--- config.mk ---
export PLATFORM = sky130hd
export DESIGN_NAME = control_unit
export DESIGN_NICKNAME = d
export VERILOG_FILES = /design/src/rtl/control_unit.sv
export SDC_FILE = /design/constraint.sdc
export NUM_CORES = 1
export LEC_CHECK = 0
export CAP_MARGIN = 20
export CELL_PAD_IN_SITES_DETAIL_PLACEMENT = 0
export CELL_PAD_IN_SITES_GLOBAL_PLACEMENT = 1
export CORE_AREA = 3 3 87 89
export DETAILED_ROUTE_END_ITERATION = 8
export DIE_AREA = 0 0 90 92
export PLACE_DENSITY = 0.81
export SKIP_LAST_GASP = 1
export SLEW_MARGIN = 20
export SYNTH_ARGS = -nofsm -noshare
export SYNTH_HDL_FRONTEND = slang
export SYNTH_SLANG_ARGS = --single-unit
export TNS_END_PERCENT = 100
--- constraint.sdc ---
create_clock -name clk -period 2.9 [get_ports clk]
set_input_delay 0.29 -clock clk [delete_from_list [all_inputs] [get_ports clk]]
set_output_delay 0.29 -clock clk [all_outputs]
set_load 0.1 [all_outputs]
--- src/rtl/control_unit.sv ---
// rtl/control_unit.sv - multi-cycle instruction decode/sequencing FSM driving ALU, register file and immediate bus
// Optional retired-instruction counter is built only with CONTROL_UNIT_RETIRE_COUNT_EN defined.
module control_unit (
    input  logic        clk,
    input  logic        reset,
    input  logic [31:0] instr,
    input  logic        instr_valid,
    output logic        instr_ready,
    output logic [2:0]  alu_function_sel,
    output logic        alu_store_1,
    output logic        alu_store_2,
    output logic        alu_broadcast,
    output logic [4:0]  register_index,
    output logic        register_read_enable,
    output logic        register_write_enable,
    output logic [31:0] imm,
    output logic        imm_EN,
    output logic        illegal_op,
    output logic [15:0] retired_count
);

    localparam logic [2:0] S_IDLE   = 3'd0;
    localparam logic [2:0] S_OP_A   = 3'd1;
    localparam logic [2:0] S_OP_B   = 3'd2;
    localparam logic [2:0] S_WB     = 3'd3;
    localparam logic [2:0] S_WB_IMM = 3'd4;

    localparam logic [3:0] OP_NOP  = 4'd0;
    localparam logic [3:0] OP_ADD  = 4'd1;
    localparam logic [3:0] OP_SUB  = 4'd2;
    localparam logic [3:0] OP_LDI  = 4'd3;
    localparam logic [3:0] OP_ADDI = 4'd4;
    localparam logic [3:0] OP_MOV  = 4'd5;

    logic [2:0]  r_state;
    logic [2:0]  w_next_state;
    logic [31:0] r_ir;
    logic        r_illegal;
    logic        w_accept;
    logic [3:0]  w_in_op;
    logic [3:0]  w_ir_op;
    logic [31:0] w_ir_sext;

    assign w_in_op   = instr[31:28];
    assign w_ir_op   = r_ir[31:28];
    assign w_ir_sext = {{14{r_ir[17]}}, r_ir[17:0]};

    // Ready is masked by reset so nothing is offered while the async reset is held.
    assign instr_ready = (r_state == S_IDLE) && !reset;
    assign w_accept    = instr_valid && instr_ready;
    assign illegal_op  = r_illegal;

    always_comb begin
        w_next_state = r_state;
        case (r_state)
            S_IDLE: begin
                if (w_accept) begin
                    case (w_in_op)
                        OP_ADD, OP_SUB, OP_ADDI, OP_MOV: w_next_state = S_OP_A;
                        OP_LDI:                          w_next_state = S_WB_IMM;
                        default:                         w_next_state = S_IDLE;
                    endcase
                end
            end
            S_OP_A:   w_next_state = S_OP_B;
            S_OP_B:   w_next_state = S_WB;
            S_WB:     w_next_state = S_IDLE;
            S_WB_IMM: w_next_state = S_IDLE;
            default:  w_next_state = S_IDLE;
        endcase
    end

    always_ff @(posedge clk or posedge reset) begin
        if (reset) begin
            r_state   <= S_IDLE;
            r_ir      <= '0;
            r_illegal <= 1'b0;
        end else begin
            r_state   <= w_next_state;
            r_illegal <= w_accept && (w_in_op > OP_MOV);
            if (w_accept) begin
                r_ir <= instr;
            end
        end
    end

    // Moore decode: every control is a function of state and IR only.
    always_comb begin
        alu_function_sel      = 3'd0;
        alu_store_1           = 1'b0;
        alu_store_2           = 1'b0;
        alu_broadcast         = 1'b0;
        register_index        = 5'd0;
        register_read_enable  = 1'b0;
        register_write_enable = 1'b0;
        imm                   = 32'd0;
        imm_EN                = 1'b0;
        case (r_state)
            S_OP_A: begin
                register_index       = r_ir[22:18];
                register_read_enable = 1'b1;
                alu_store_1          = 1'b1;
            end
            S_OP_B: begin
                alu_store_2 = 1'b1;
                if ((w_ir_op == OP_ADD) || (w_ir_op == OP_SUB)) begin
                    register_index       = r_ir[17:13];
                    register_read_enable = 1'b1;
                end else begin
                    // MOV is rd = rs1 + 0, so the second operand is a zero immediate.
                    imm_EN = 1'b1;
                    imm    = (w_ir_op == OP_ADDI) ? w_ir_sext : 32'd0;
                end
            end
            S_WB: begin
                alu_broadcast         = 1'b1;
                register_index        = r_ir[27:23];
                register_write_enable = 1'b1;
                alu_function_sel      = (w_ir_op == OP_SUB) ? 3'd2 : 3'd1;
            end
            S_WB_IMM: begin
                imm_EN                = 1'b1;
                imm                   = w_ir_sext;
                register_index        = r_ir[27:23];
                register_write_enable = 1'b1;
            end
            default: begin
                alu_function_sel = 3'd0;
            end
        endcase
    end

`ifdef CONTROL_UNIT_RETIRE_COUNT_EN
    logic [15:0] r_retired;
    logic        w_retire;

    // WB and WB_IMM always last one cycle, so being in them means leaving on this edge.
    assign w_retire = (r_state == S_WB) || (r_state == S_WB_IMM) ||
                      (w_accept && (w_in_op == OP_NOP));

    always_ff @(posedge clk or posedge reset) begin
        if (reset) begin
            r_retired <= 16'd0;
        end else if (w_retire) begin
            r_retired <= r_retired + 16'd1;
        end
    end

    assign retired_count = r_retired;
`else
    assign retired_count = 16'd0;
`endif

endmodule

* Word-level counts from Yosys, hierarchy flattened
Cells that the tools add are included.
** Operators by class
- Eq/ne operators :: 13
- Divide/modulo/power cells :: 0
- Add/subtract/negate cells :: 0
- Bitwise gates (word level) :: 0
- Reductions and logical operators :: 8
- Order comparisons :: 1
- Multiply operators :: 0
- Shift operators :: 0
- Mux-type cells :: 18
** Operator list (number)
- 32-bit 2-to-1 mux :: 2
- 32-bit case mux with 2 select lines :: 1
- 5-bit case mux with 3 select lines :: 1
- 4-bit by 2-bit == test with 1-bit output (second input constant) :: 3
- 4-bit by 3-bit == test with 1-bit output (second input constant) :: 3
- 3-bit case mux with 3 select lines :: 1
- 4-bit by 1-bit == test with 1-bit output (second input constant) :: 2
- 3-bit by 2-bit == test with 1-bit output (second input constant) :: 2
- 1-bit 2-to-1 mux :: 6
- 3-bit case mux with 2 select lines :: 1
- 5-bit 2-to-1 mux :: 1
- 4-bit by 3-bit greater-than comparator with 1-bit output (second input constant) :: 1
- 2-bit 2-to-1 mux :: 2
- 1-bit case mux with 2 select lines :: 2
- 4-bit OR reduction :: 1
- 3-bit by 1-bit == test with 1-bit output (second input constant) :: 1
- 3-bit == test (second input constant) :: 1
- 1-bit logical AND :: 3
- 3-bit logical NOT :: 1
- 3-bit 2-to-1 mux :: 1
- 2-bit inequality test (second input constant) :: 1
- 2-bit OR reduction :: 1
- 1-bit logical NOT :: 1
- 1-bit logical OR :: 1
** Word-level totals
- Memories kept :: 0
- Word-level logic and storage cells :: 43
- Memory bits (writable) :: 0
- Bits in read-only memories :: 0
- Output and inout bits :: 64
- Latch bits :: 0
- Bits in registers :: 36

* Longest topological paths before layout
- Word-level depth :: 5
- Depth in mapped cells :: 5
- Mapped depth without buffers :: 3

* Worst setup path after synthesis
OpenSTA, ideal clock, no wires.
- Path kind :: register to output
- Start point :: register r_state[2]
- End point :: output imm[18]
- Required time :: 2.610 ns
- Arrival :: 4.546 ns
- Slack :: -1.936 ns
- Stages on the path, launching flop included :: 5
- Cell sequence :: dfrtp_1 and2b_1 a41oi_2 nor3b_1 buf_4
** Between the ends
- Cells in the longest elaborated chain, start to end :: 2
** Ends and longest elaborated chain
- start, declared :: line 35 : logic [2:0] r_state;
- start signal, assigned :: line 79 : r_state <= w_next_state;
- 3-bit == test or 3-bit by 2-bit == test with 1-bit output (tied branches) :: line 98 : case (r_state)
- 32-bit case mux with 2 select lines (*) :: line 98
- end, declared :: line 16 : output logic [31:0] imm,
Mark *: on every way between the ends. The rest lies on a longest branch, timed or not.

* Worst setup path after layout
- Start point :: register r_state[2]
- End point :: output imm[16]
The elaborated chain is that of the path after synthesis.

==> results by stage <==
Route:
- After detailed routing, the total wire length is 4.91 mm.
- For this block, the initial DRC count from the detailed router was 84.
- For this run, design rule violations remaining after detail routing come to 0.
- The number of nets with antenna violations after routing is 0.
- Using the TritonRoute via totals, the vias-per-cell ratio works out to 4.35.
- The number of vias after detailed routing is 1,488.
- The pre-antenna-repair detailed-routing pass consisted of 4 iterations.
- The average routed wire per standard cell is 14.4 um.

Critical path:
- The delay of the slowest cell on the worst path is 480 ps.
- The category of the critical setup timing path is register to output pin.
- The number of cells on the worst reg-to-reg path is 4.
- Data on the critical path is required at its endpoint by 2610 ps.
- The kind of cell with the highest combined delay along the critical path is simple AND/OR/NAND/NOR gates.
- In this run the worst setup path begins at r_state[2].
- The worst setup path endpoint is imm[16].
- The launching element type of the critical path is a register.
- The slowest stage of the critical path belongs to the cell sky130_fd_sc_hd__dfrtp_1.
- STA puts the critical path data arrival time at 2150 ps.
- The number of logic stages on the critical path including buffering is 5.
- The maximum fanout along the worst path is 13.
- The worst setup path is captured at an output pin.
- Counting both buffers and inverters, the worst setup path holds a total of 2.
- Walking the worst path, the cells encountered are and2b_1 > a41oi_2 > buf_4 > nor3b_1 > buf_12.
- The reg-to-reg critical path startpoint is r_state[0].
- The worst register-to-register path ends at r_ir[25].
- The worst register-to-register path has a setup slack of 1010 ps.

CTS:
- The maximum level of the CTS H-tree is 2.
- The cts-stage hold buffer count is 0.
- Counting the buffers created by CTS gives 5.
- For this design, the sink count on the clock tree is 36.
- In this run the clock root is driven by a sky130_fd_sc_hd__clkbuf_8.
- The number of buffers on the longest clock path is 2.
- Post-CTS repair changed the size of 0 cells.
- Buffers added to address setup during post-CTS repair amount to 0.
- Clock-pin slew was measured on the worst setup and hold paths at 70 ps.
- At the later pin of the worst-skew pair, clock insertion delay measures 280 ps.
- TritonCTS built the clock tree.

Place:
- The HPWL reported at the end of detailed placement is 3.84 mm.
- At the end of routability-driven placement, the weighted congestion stood at 0.772.
- The count of port buffers added during placement is 81.
- After detailed placement, the design holds a cell count of 335.
- Timing analysis after detailed placement gives a worst setup slack of 751 ps.

Synth:
- The number of enable flip-flop cells after synthesis is 0.
- Summed over all instances, the cell type with the most area after synthesis is sky130_fd_sc_hd__dfrtp_1.
- The post-synthesis instance area is 0.00218 mm2.
- The share of synthesized area in the top cell type comes to 41.4%.
- In the post-synthesis netlist, the biggest area contributors are sky130_fd_sc_hd__dfrtp_1 41%, sky130_fd_sc_hd__mux2_4 19%, sky130_fd_sc_hd__buf_4 11%, sky130_fd_sc_hd__nor3b_1 6.2%, sky130_fd_sc_hd__mux2_2 2.6%.
- The number of warnings reported in the yosys synthesis log is 0.
- For this run, asynchronously set or reset flops after synthesis account for 100%.
- The synthesis-stage register bit count is 36.
- The count of mapped cells out of synthesis is 176.
- The primary flip-flop cell chosen by synthesis mapping is sky130_fd_sc_hd__dfrtp_1.
- Dividing the synthesized area by the synthesized cell count gives 12.4 um2.
- Sequential cells were found to cover 41.4% of the synthesized design area.
- Synthesis instantiated 33 different standard cells from the library.

Power and ir drop:
- The static power due to leakage is 1.53 nW.
- The worst supply voltage drop on vdd is 419 uV.
- The power density of the placed cells is 1130 mW/mm2.
- The overall power after layout is 3.86 mW.

Global route:
- After global routing the overflow that remains totals 0.
- Entering global routing, the biggest net connects 36 pins.
- The most crowded layer after global routing is met2.
- For met1 alone, demand over resource in global routing was 14.8%.
- The met2 usage is 20.5%.
- The first global-routing pass estimated 8.13 mm of wire.
- The via count of the first global-routing pass is 1,554.
- In the global route stage, overall resource usage came out at 12.2%.
- The number of antenna violations at the first check in global routing is 0.
- For this run, global-route usage on met3 was measured as 4.02%.

Layout:
- The repair_antennas step left the layout with diodes totalling 0.
- The number of nets in the layout is 281.
- Once layout is complete, the cells apart from fillers number 342.
- Compared with the post-synthesis result, the final layout area differs by 56.7%.
- The proportion of layout cells with a drive suffix above 1 is 40.7%.

Floorplanning:
- The die boundary width is 90 um.
- The floorplan die height is 92 um.
- The number of placed I/O pins is 99.
- The overall die area is 0.00828 mm2.
- After floorplanning, the core was divided into 30 placement rows.
- The standard cell core area is 0.00683 mm2.
- The initial core utilization is 31.8%.

Timing:
- Headroom to the max-slew limit came out at 59.4%.
- The maximum clock frequency is 410 MHz.
- The final setup TNS is 0 ps.
- The worst path uses 84.2% of the clock period.
- Setup repair after global routing left no endpoint under its margin.
- Final hold analysis gives a worst-case slack of 451 ps.
- The final number of max-transition violations was 0.
- The number of hold violations in the final report is 0.
- The final setup slack of the worst path is 458 ps.
- The worst-margin pin slew is 608 ps.
- The clock tree skew after final layout is 2.64 ps.
- The count of final setup violators is 0.
- Subtracting the final worst setup slack from the clock period gives 2440 ps.

Hold path:
- The min-delay analysis places its worst path in the category input port to async pin.

Run status:
- The run finished with clean final reports.

Job:
- The max-capacitance violation count is 0.
==> cells in the mapped netlist (2+ instances only) <==
cell type	count
sky130_fd_sc_hd__nor3_1	2
sky130_fd_sc_hd__mux2i_1	5
sky130_fd_sc_hd__xnor2_1	2
sky130_fd_sc_hd__nor4_4	2
sky130_fd_sc_hd__nor3b_1	18
sky130_fd_sc_hd__a221o_1	5
sky130_fd_sc_hd__dfrtp_1	36
sky130_fd_sc_hd__nand2_1	2
sky130_fd_sc_hd__mux2_4	27
sky130_fd_sc_hd__nand2b_1	2
sky130_fd_sc_hd__nor2_1	10
sky130_fd_sc_hd__buf_4	32
sky130_fd_sc_hd__buf_6	4
sky130_fd_sc_hd__inv_1	5
sky130_fd_sc_hd__mux2_2	5
sky130_fd_sc_hd__nor2b_1	2
==> how the worst min path moves through the flow <==
stage	endpoint	slack, ps	cells past startpoint
5_1_grt	illegal_op	490	2
3_5_place_dp	r_ir[12]	490	1
3_3_place_gp	r_ir[0]	480	1
4_1_cts	r_ir[11]	450	2
6_report	illegal_op	450	2
2_1_floorplan	r_state[2]	360	1
==> flip-flops by register name, summed over array words and instances (netlist names) <==
register	count
r_ir	32
r_state	3
illegal_op	1
==> kinds of logic (layout without fill, tap and decap cells) <==
kind of cell           Yosys count  in the layout  synth area share (%)
AO/OA/AOI/OAI                   10             10                  4.54
XOR/XNOR                         3              3                  1.21
AND/OR/NAND/NOR                 45             45                  14.6
flip-flops                      36             36                  41.4
other                            1             17                 0.172
multiplexers                    37             37                  23.5
buffers and inverters           44             98                  14.5
==> layout make-up <==
cell class              count  area (um2)
repair buffers             86        1240
fillers                   619        3420
well taps                  96         120
flip-flops and latches     36         901
clock buffers               7        96.3
inverters                   5        18.8
multi-input cells         112        1030
==> cells in the final DEF, fill, tap and decap left out <==
cell type	n
sky130_fd_sc_hd__mux2i_1	5
sky130_fd_sc_hd__inv_1	5
sky130_fd_sc_hd__nor3_1	2
sky130_fd_sc_hd__nand2_1	2
sky130_fd_sc_hd__xnor2_1	2
sky130_fd_sc_hd__nor4b_2	1
sky130_fd_sc_hd__nor4_4	2
sky130_fd_sc_hd__a21oi_1	1
sky130_fd_sc_hd__a221o_1	5
sky130_fd_sc_hd__nor3b_2	1
sky130_fd_sc_hd__and2_1	1
sky130_fd_sc_hd__buf_4	11
sky130_fd_sc_hd__buf_12	41
sky130_fd_sc_hd__or2_2	1
sky130_fd_sc_hd__nor2_1	10
sky130_fd_sc_hd__nor3b_1	17
sky130_fd_sc_hd__nand2b_1	2
sky130_fd_sc_hd__nand2_4	1
sky130_fd_sc_hd__or3b_4	1
sky130_fd_sc_hd__o41ai_2	1
sky130_fd_sc_hd__a41oi_2	1
sky130_fd_sc_hd__xor2_1	1
sky130_fd_sc_hd__a31oi_1	1
sky130_fd_sc_hd__clkbuf_8	7
sky130_fd_sc_hd__mux2_2	5
sky130_fd_sc_hd__clkdlybuf4s50_1	34
sky130_fd_sc_hd__o21ai_1	1
sky130_fd_sc_hd__mux2_4	27
sky130_fd_sc_hd__and2b_1	1
sky130_fd_sc_hd__nor2b_1	2
sky130_fd_sc_hd__dfrtp_1	36
sky130_fd_sc_hd__conb_1	17
sky130_fd_sc_hd__nand4b_1	1
==> worst reg2reg max path: stages, from the launching register on <==
cell,delay [ps]
sky130_fd_sc_hd__dfrtp_1,390
sky130_fd_sc_hd__buf_4,230
sky130_fd_sc_hd__nor4_4,310
sky130_fd_sc_hd__nand2_4,390
sky130_fd_sc_hd__mux2_4,450
==> power by group <==
| group | internal [mW] | switching, mW |
|---|---|---|
| sequential | 0.747 | 0.191 |
| clock | 0.211 | 0.168 |
| combinational | 0.991 | 1.55 |
==> per-stage QoR <==
stage | cell area, um2 | util [%]
floorplan | 2250 | -
global placement | 3310 | 48.5
detailed placement | 3310 | 48.5
CTS | 3410 | 49.9
global route | 3410 | 49.9
finish | 3410 | 49.9
==> layer usage <==
layer  wire [um]  up-vias
li1            -      702
met1        2070      714
met2        2410       65
met3         380        7
met4          57        0
met5           0        -
(Power assumes the default switching activity.)
